<file path="config.mk">
export PLATFORM = sky130hd
export DESIGN_NAME = drop_sequencer
export DESIGN_NICKNAME = d
export VERILOG_FILES = /design/src/rtl/drop_pkg.sv /design/src/rtl/fall_height_calc.sv /design/src/rtl/drop_sequencer.sv
export SDC_FILE = /design/constraint.sdc
export NUM_CORES = 1
export LEC_CHECK = 0
export CAP_MARGIN = 5
export CORE_MARGIN = 1.5
export CORE_UTILIZATION = 35
export DETAILED_ROUTE_END_ITERATION = 10
export HOLD_SLACK_MARGIN = 0.15
export MAX_ROUTING_LAYER = met4
export SETUP_SLACK_MARGIN = 0.1
export SLEW_MARGIN = 15
export SYNTH_ARGS = -nofsm -noshare
export SYNTH_HDL_FRONTEND = slang
export SYNTH_SLANG_ARGS = --single-unit
export TNS_END_PERCENT = 10
</file>
<file path="constraint.sdc">
create_clock -name clk -period 7.2 [get_ports clk]
set_input_delay 1.44 -clock clk [delete_from_list [all_inputs] [get_ports clk]]
set_output_delay 1.44 -clock clk [all_outputs]
set_load 0.1 [all_outputs]
</file>
<file path="src/rtl/drop_pkg.sv">
// drop_pkg: shared types and constants for the drop sequencer.
// Holds state encoding, status codes, datapath widths and a small helper.
package drop_pkg;

    localparam int H_W  = 8;
    localparam int T_W  = 8;
    localparam int HF_W = 20;

    typedef enum logic [2:0] {
        S_IDLE,
        S_SETTLE,
        S_EVAL,
        S_CMP,
        S_COLD,
        S_DROP,
        S_HOLD
    } state_e;

    localparam logic [1:0] ST_IDLE = 2'b00;
    localparam logic [1:0] ST_COLD = 2'b01;
    localparam logic [1:0] ST_DROP = 2'b10;
    localparam logic [1:0] ST_HOLD = 2'b11;

    function automatic int max3(input int a, input int b, input int c);
        int m;
        m = (a > b) ? a : b;
        return (m > c) ? m : c;
    endfunction

    // Settling and evaluation report as idle; busy tells them apart.
    function automatic logic [1:0] status_of(input state_e s);
        logic [1:0] st;
        case (s)
            S_COLD:  st = ST_COLD;
            S_DROP:  st = ST_DROP;
            S_HOLD:  st = ST_HOLD;
            default: st = ST_IDLE;
        endcase
        return st;
    endfunction

endpackage

</file>
<file path="src/rtl/fall_height_calc.sv">
// fall_height_calc: registered free-fall height h = (G_HALF*t^2) >> T_FRAC.
// Ports: clk, rst in; t_act in (fixed point); h_fall out, one cycle after t_act.
module fall_height_calc
    import drop_pkg::*;
#(
    parameter int G_HALF = 5,
    parameter int T_FRAC = 4
) (
    input  logic            clk,
    input  logic            rst,
    input  logic [T_W-1:0]  t_act,
    output logic [HF_W-1:0] h_fall
);

    logic [HF_W-1:0] prod;
    logic [HF_W-1:0] h_fall_d;
    logic [HF_W-1:0] h_fall_q;

    // Full 20-bit product is formed before the shift drops the fraction.
    always_comb begin
        prod     = HF_W'(G_HALF) * HF_W'(t_act) * HF_W'(t_act);
        h_fall_d = prod >> T_FRAC;
    end

    always_ff @(posedge clk) begin
        if (rst) begin
            h_fall_q <= '0;
        end else begin
            h_fall_q <= h_fall_d;
        end
    end

    assign h_fall = h_fall_q;

endmodule

</file>
<file path="src/rtl/drop_sequencer.sv">
// drop_sequencer: waits for a stable height, checks free-fall time, pulses drop.
// Ports: clk, rst, height, t_act, drop_req, abort in; drop_en, busy, status, h_cap out.
module drop_sequencer
    import drop_pkg::*;
#(
    parameter int STABLE_CYC = 8,
    parameter int G_HALF     = 5,
    parameter int T_FRAC     = 4,
    parameter int DROP_CYC   = 4,
    parameter int HOLD_CYC   = 16
) (
    input  logic           clk,
    input  logic           rst,
    input  logic [H_W-1:0] height,
    input  logic [T_W-1:0] t_act,
    input  logic           drop_req,
    input  logic           abort,
    output logic           drop_en,
    output logic           busy,
    output logic [1:0]     status,
    output logic [H_W-1:0] h_cap
);

    localparam int MAX_CYC = max3(STABLE_CYC, DROP_CYC, HOLD_CYC);
    localparam int CNT_W   = $clog2(MAX_CYC + 1);

    localparam logic [CNT_W-1:0] STABLE_LAST = CNT_W'(STABLE_CYC - 1);
    localparam logic [CNT_W-1:0] DROP_LAST   = CNT_W'(DROP_CYC - 1);
    localparam logic [CNT_W-1:0] HOLD_LAST   = CNT_W'(HOLD_CYC - 1);
    localparam logic [CNT_W-1:0] CNT_MAX     = '1;

    if (STABLE_CYC < 1 || DROP_CYC < 1 || HOLD_CYC < 1 ||
        T_FRAC < 1 || G_HALF < 1 || G_HALF > 15) begin : g_bad_param
        $error("drop_sequencer: illegal parameter value");
    end

    state_e           state_q, state_d;
    logic [CNT_W-1:0] cnt_q, cnt_d, cnt_inc;
    logic [H_W-1:0]   h_cap_q, h_cap_d;
    logic             drop_en_q, drop_en_d;
    logic             busy_q, busy_d;
    logic [1:0]       status_q, status_d;
    logic [HF_W-1:0]  h_fall;
    logic             fall_ok;

    fall_height_calc #(
        .G_HALF (G_HALF),
        .T_FRAC (T_FRAC)
    ) u_fall (
        .clk    (clk),
        .rst    (rst),
        .t_act  (t_act),
        .h_fall (h_fall)
    );

    // Saturating increment keeps a stuck sequence from wrapping back.
    assign cnt_inc = (cnt_q == CNT_MAX) ? cnt_q : cnt_q + 1'b1;
    assign fall_ok = h_fall >= HF_W'(h_cap_q);

    always_comb begin
        state_d = state_q;
        cnt_d   = cnt_q;
        h_cap_d = h_cap_q;
        unique case (state_q)
            S_IDLE: begin
                if (!abort && drop_req && height != '0) begin
                    state_d = S_SETTLE;
                    h_cap_d = height;
                    cnt_d   = '0;
                end
            end
            S_SETTLE: begin
                if (abort) begin
                    state_d = S_IDLE;
                    cnt_d   = '0;
                end else if (height == '0) begin
                    state_d = S_HOLD;
                    cnt_d   = '0;
                end else if (height != h_cap_q) begin
                    h_cap_d = height;
                    cnt_d   = '0;
                end else if (cnt_q == STABLE_LAST) begin
                    state_d = S_EVAL;
                    cnt_d   = '0;
                end else begin
                    cnt_d = cnt_inc;
                end
            end
            S_EVAL: begin
                state_d = abort ? S_IDLE : S_CMP;
            end
            // COLD keeps comparing against the live h_fall pipeline.
            S_CMP, S_COLD: begin
                if (abort) begin
                    state_d = S_IDLE;
                end else if (fall_ok) begin
                    state_d = S_DROP;
                    cnt_d   = '0;
                end else begin
                    state_d = S_COLD;
                end
            end
            S_DROP: begin
                if (abort || cnt_q == DROP_LAST) begin
                    state_d = S_HOLD;
                    cnt_d   = '0;
                end else begin
                    cnt_d = cnt_inc;
                end
            end
            // The cooldown is not shortened by abort.
            S_HOLD: begin
                if (cnt_q == HOLD_LAST) begin
                    state_d = S_IDLE;
                    cnt_d   = '0;
                end else begin
                    cnt_d = cnt_inc;
                end
            end
            default: begin
                state_d = S_IDLE;
                cnt_d   = '0;
            end
        endcase
    end

    // Outputs are decoded from the next state so they register with it.
    always_comb begin
        drop_en_d = (state_d == S_DROP);
        busy_d    = (state_d != S_IDLE);
        status_d  = status_of(state_d);
    end

    always_ff @(posedge clk) begin
        if (rst) begin
            state_q   <= S_IDLE;
            cnt_q     <= '0;
            h_cap_q   <= '0;
            drop_en_q <= 1'b0;
            busy_q    <= 1'b0;
            status_q  <= ST_IDLE;
        end else begin
            state_q   <= state_d;
            cnt_q     <= cnt_d;
            h_cap_q   <= h_cap_d;
            drop_en_q <= drop_en_d;
            busy_q    <= busy_d;
            status_q  <= status_d;
        end
    end

    assign drop_en = drop_en_q;
    assign busy    = busy_q;
    assign status  = status_q;
    assign h_cap   = h_cap_q;

endmodule

</file>
==> impl_metrics.tcl <==
set metrics [dict create \
    synth_seq_cells 35 \
    startpoint "t_act[0]" \
    final-max-slew-violation-count 0 \
    cts_root_buf "clkbuf_16" \
    status "completed" \
    synth_xor_area_share_pct 3.85 \
    p_sw_share_pct 44.4 \
    cts_sinks 35 \
    synth-simple-area-share_pct 20.1 \
    numCtsBuffers 5 \
    slowest_stage "fa_1" \
    worstMarginPinSlew_ns 0.973 \
    gp_congestion 0.882 \
    yosysWarnings 0 \
    clk_pin_slew_ns 0.05 \
    hold_buffers 0 \
    pwr-share-comb_pct 82.2 \
    syn_area_per_cell_um2 8.71 \
    cp-endpoint "u_fall.h_fall[13]$_SDFF_PP0_" \
    drive_gt1_share_pct 15.4 \
    viasPerCell 4.87 \
    power.total_uw 2820 \
    place_area_um2 5560 \
    path_cells "clkdlybuf4s50_1 > ha_2 > ha_4 > fa_2 > a21oi_2 > nor2_1 > nor2_2 > xnor2_2 > nand2_1 > fa_1 > inv_1 > fa_1 > fa_1 > inv_1 > fa_1 > inv_1 > ha_4 > a211o_1 > nor3_4 > o31ai_4 > a221oi_2 > mux2_1" \
    hp-class "flop to flop" \
    rows 42 \
    setup_viol 0 \
    p_seq_share_pct 9.0 \
    drt-total-wl_um 10600 \
    crit_required_ns 7.36 \
    final_util_pct 45.1 \
    pre_cts_slack_ns -0.299 \
    synth_edf_count 0 \
    crit_path_end_kind "flop" \
    h-tree-depth 2 \
    initial_utilization_pct 35.9 \
    fin_nets 752 \
    clkPwrFrac_pct 8.8 \
    fin_hold_ws_ns 0.493 \
    core_area_um2 13300 \
    syn-num-nets 683 \
    die_width_um 120 \
    vdd_drop_max_mv 0.352 \
    fmax_mhz 145 \
    syn_inst 548 \
    leakagePower_uw 0.00281 \
    ys_seq_area_share_pct 14.7 \
    worst-r2r-setup-slack_ns 5.12 \
    critPathMaxFanout 3 \
    cts_buffer_depth 2 \
    critical_path_class "input port to flop" \
    grt_pass1_wl_um 17800 \
    die_h_um 120 \
    power_density_nw_per_um2 471 \
    period_share_pct 95.8 \
    crit_top_cell "fa_1" \
    synthArstFlopShare_pct 0 \
    track_usage_pct 15.4 \
    final_antenna_net_count 0 \
    port_buffers 31 \
    via_count 3868 \
    grt_setup_unrepaired "false" \
    intPower_uw 1570 \
    synth.cell_area_um2 4770 \
    grt-ovfl-total 0 \
    cts_tree "yes" \
    relSlewSlack_pct 34.9 \
    drv_cap 0 \
    synth-compound-area-share_pct 12.5 \
    power_switching_uw 1250 \
    hold_violations 0 \
    first_iter_violations 173 \
    setup_slack_ns 0.301 \
    grt_antenna_before_repair 0 \
    dieArea_um2 14300 \
    register_area_um2 701 \
    clock_skew_ns 0.00343 \
    fin_crit_ns 6.90 \
    ff2ff_path_depth 7 \
    synth_top_family_by_area "adder cells" \
    startpoint_type "input port" \
    first_global_vias 3907 \
    design_area_um2 5990 \
    remaining_drc_errors 0 \
    r2r_start "h_cap[0]$_SDFFE_PP0P_" \
    hpwl_um 8560 \
    synth-adder-area-share_pct 38.8 \
    synth.distinct_cells 60 \
    ios 32 \
    dr.pass1.iters 4 \
    wl_per_cell_um 13.3 \
    synthFlopType "dfxtp_1" \
    grt_max_degree 36 \
    areaGrowthSynthToFinish_pct 25.6 \
    nFillCells 1269 \
    arrival_ns 7.06 \
    crit_path_max_incr_delay_ns 0.55 \
    synthMuxAreaShare_pct 2.15 \
    multiInputGateArea_um2 3930 \
    n_antenna_cell 0 \
    r2r-end "cnt_q[4]$_SDFFE_PP0P_" \
    clock_latency_ns 0.28 \
]
==> metrics by stage <==
stage	setup TNS [ns]	std cells
after detailed placement	-0.943	784
final	0	794
after global routing	0	794
after CTS	0	792
after global placement	-0.355	784
after floorplan	0	548
==> worst min-delay path by stage <==
stage,start,to,slack [ns],cells past startpoint
final,cnt_q[1]$_SDFFE_PP0P_,cnt_q[1]$_SDFFE_PP0P_,0.49,2
after floorplan,cnt_q[1]$_SDFFE_PP0P_,cnt_q[1]$_SDFFE_PP0P_,0.45,2
after CTS,cnt_q[1]$_SDFFE_PP0P_,cnt_q[1]$_SDFFE_PP0P_,0.49,2
after global routing,cnt_q[0]$_SDFFE_PP0P_,cnt_q[0]$_SDFFE_PP0P_,0.53,2
after global placement,cnt_q[1]$_SDFFE_PP0P_,cnt_q[1]$_SDFFE_PP0P_,0.47,2
after detailed placement,cnt_q[1]$_SDFFE_PP0P_,cnt_q[1]$_SDFFE_PP0P_,0.49,2
==> cell type report <==
type | count | area share, %
multi-input cells | 413 | 65.5
flip-flops and latches | 35 | 11.7
repair buffers | 73 | 10.7
inverters | 89 | 5.57
well taps | 176 | 3.67
clock buffers | 6 | 2.32
clock inverters | 2 | 0.585
==> cells in the mapped netlist, types with 2 or more instances <==
| cell | number | share of area (%) |
|---|---|---|
| a211o_1 | 2 | 0.37 |
| a211oi_1 | 4 | 0.63 |
| a21o_1 | 4 | 0.63 |
| a21oi_1 | 20 | 2.1 |
| a31oi_1 | 3 | 0.39 |
| and2_1 | 37 | 4.8 |
| and3_1 | 5 | 0.66 |
| buf_2 | 3 | 0.31 |
| clkbuf_1 | 8 | 0.63 |
| dfxtp_1 | 35 | 15 |
| fa_1 | 55 | 23 |
| ha_1 | 60 | 16 |
| inv_1 | 86 | 6.8 |
| inv_2 | 3 | 0.24 |
| mux2_1 | 2 | 0.47 |
| mux2i_1 | 8 | 1.7 |
| nand2_1 | 34 | 2.7 |
| nand2b_1 | 6 | 0.79 |
| nand3_1 | 9 | 0.94 |
| nand4_1 | 2 | 0.26 |
| nor2_1 | 55 | 4.3 |
| nor2b_1 | 11 | 1.4 |
| nor3_1 | 6 | 0.63 |
| nor3_2 | 2 | 0.42 |
| nor3b_1 | 3 | 0.47 |
| nor4_1 | 6 | 0.79 |
| o211a_2 | 2 | 0.42 |
| o21a_1 | 3 | 0.47 |
| o21ai_0 | 9 | 0.94 |
| o21ai_1 | 10 | 1.0 |
| o21bai_1 | 3 | 0.47 |
| o31ai_1 | 2 | 0.31 |
| o31ai_2 | 2 | 0.52 |
| o32a_1 | 2 | 0.42 |
| or3_1 | 2 | 0.26 |
| xnor2_1 | 10 | 1.8 |
| xor2_1 | 11 | 2.0 |
==> power groups by stage <==
| stage | logic, uW | registers, uW | clock network, uW |
|---|---|---|---|
| after floorplan | 1350 | 276 | 0 |
| after global placement | 2000 | 257 | 0 |
| after detailed placement | 2030 | 258 | 0 |
| after CTS | 2050 | 254 | 254 |
| after global routing | 2620 | 257 | 264 |
| final | 2320 | 254 | 249 |
==> kinds of logic after synthesis <==
group | after synthesis
buf+inv | 100
compound gates | 82
xor+xnor | 21
flops | 35
simple gates | 185
mux | 10
fa+ha+maj | 115
==> registers in the layout (all words and copies together), names as in the netlist <==
register,count
status,2
busy,1
h_cap,8
u_fall.h_fall,15
drop_en,1
state_q,3
cnt_q,5
==> repair_timing <==
item                                    in CTS  in global routing
gates resized for setup                      2                 38
pin swaps                                    0                 20
endpoints found under the setup margin       2                  7
buffers inserted                             0                  2
==> critical path: cells and delay by family <==
kind / cells / cell delay (ns)
xor gates and xnor gates: 1 / 0.15
and+or+nand+nor: 4 / 0.58
buffers and inverters: 4 / 0.61
adders and majority gates: 8 / 3.08
AOI/OAI and AO/OA: 4 / 0.84
muxes: 1 / 0.35
==> routing by layer <==
metal,share of wire (%),GRT usage (%),vias to the layer above
li1,-,-,1937
met1,46,19.3,1847
met2,50,27.3,69
met3,2.3,1.19,15
met4,1.6,3.57,0
met5,0,-,-
==> cell usage in the layout, fill, tap and decap left out, types with 10 or more instances in the layout <==
master / synthesis / final
o21ai_1: 10 / 10
nor2_1: 55 / 51
ha_1: 60 / 50
a21oi_1: 20 / 14
xor2_1: 11 / 10
dfxtp_1: 35 / 35
fa_1: 55 / 54
buf_4: 0 / 41
and2_1: 37 / 37
clkdlybuf4s50_1: 0 / 27
nand2_1: 34 / 33
nor2b_1: 11 / 11
inv_1: 86 / 86
Note: power is estimated with default switching activity, not from simulation.
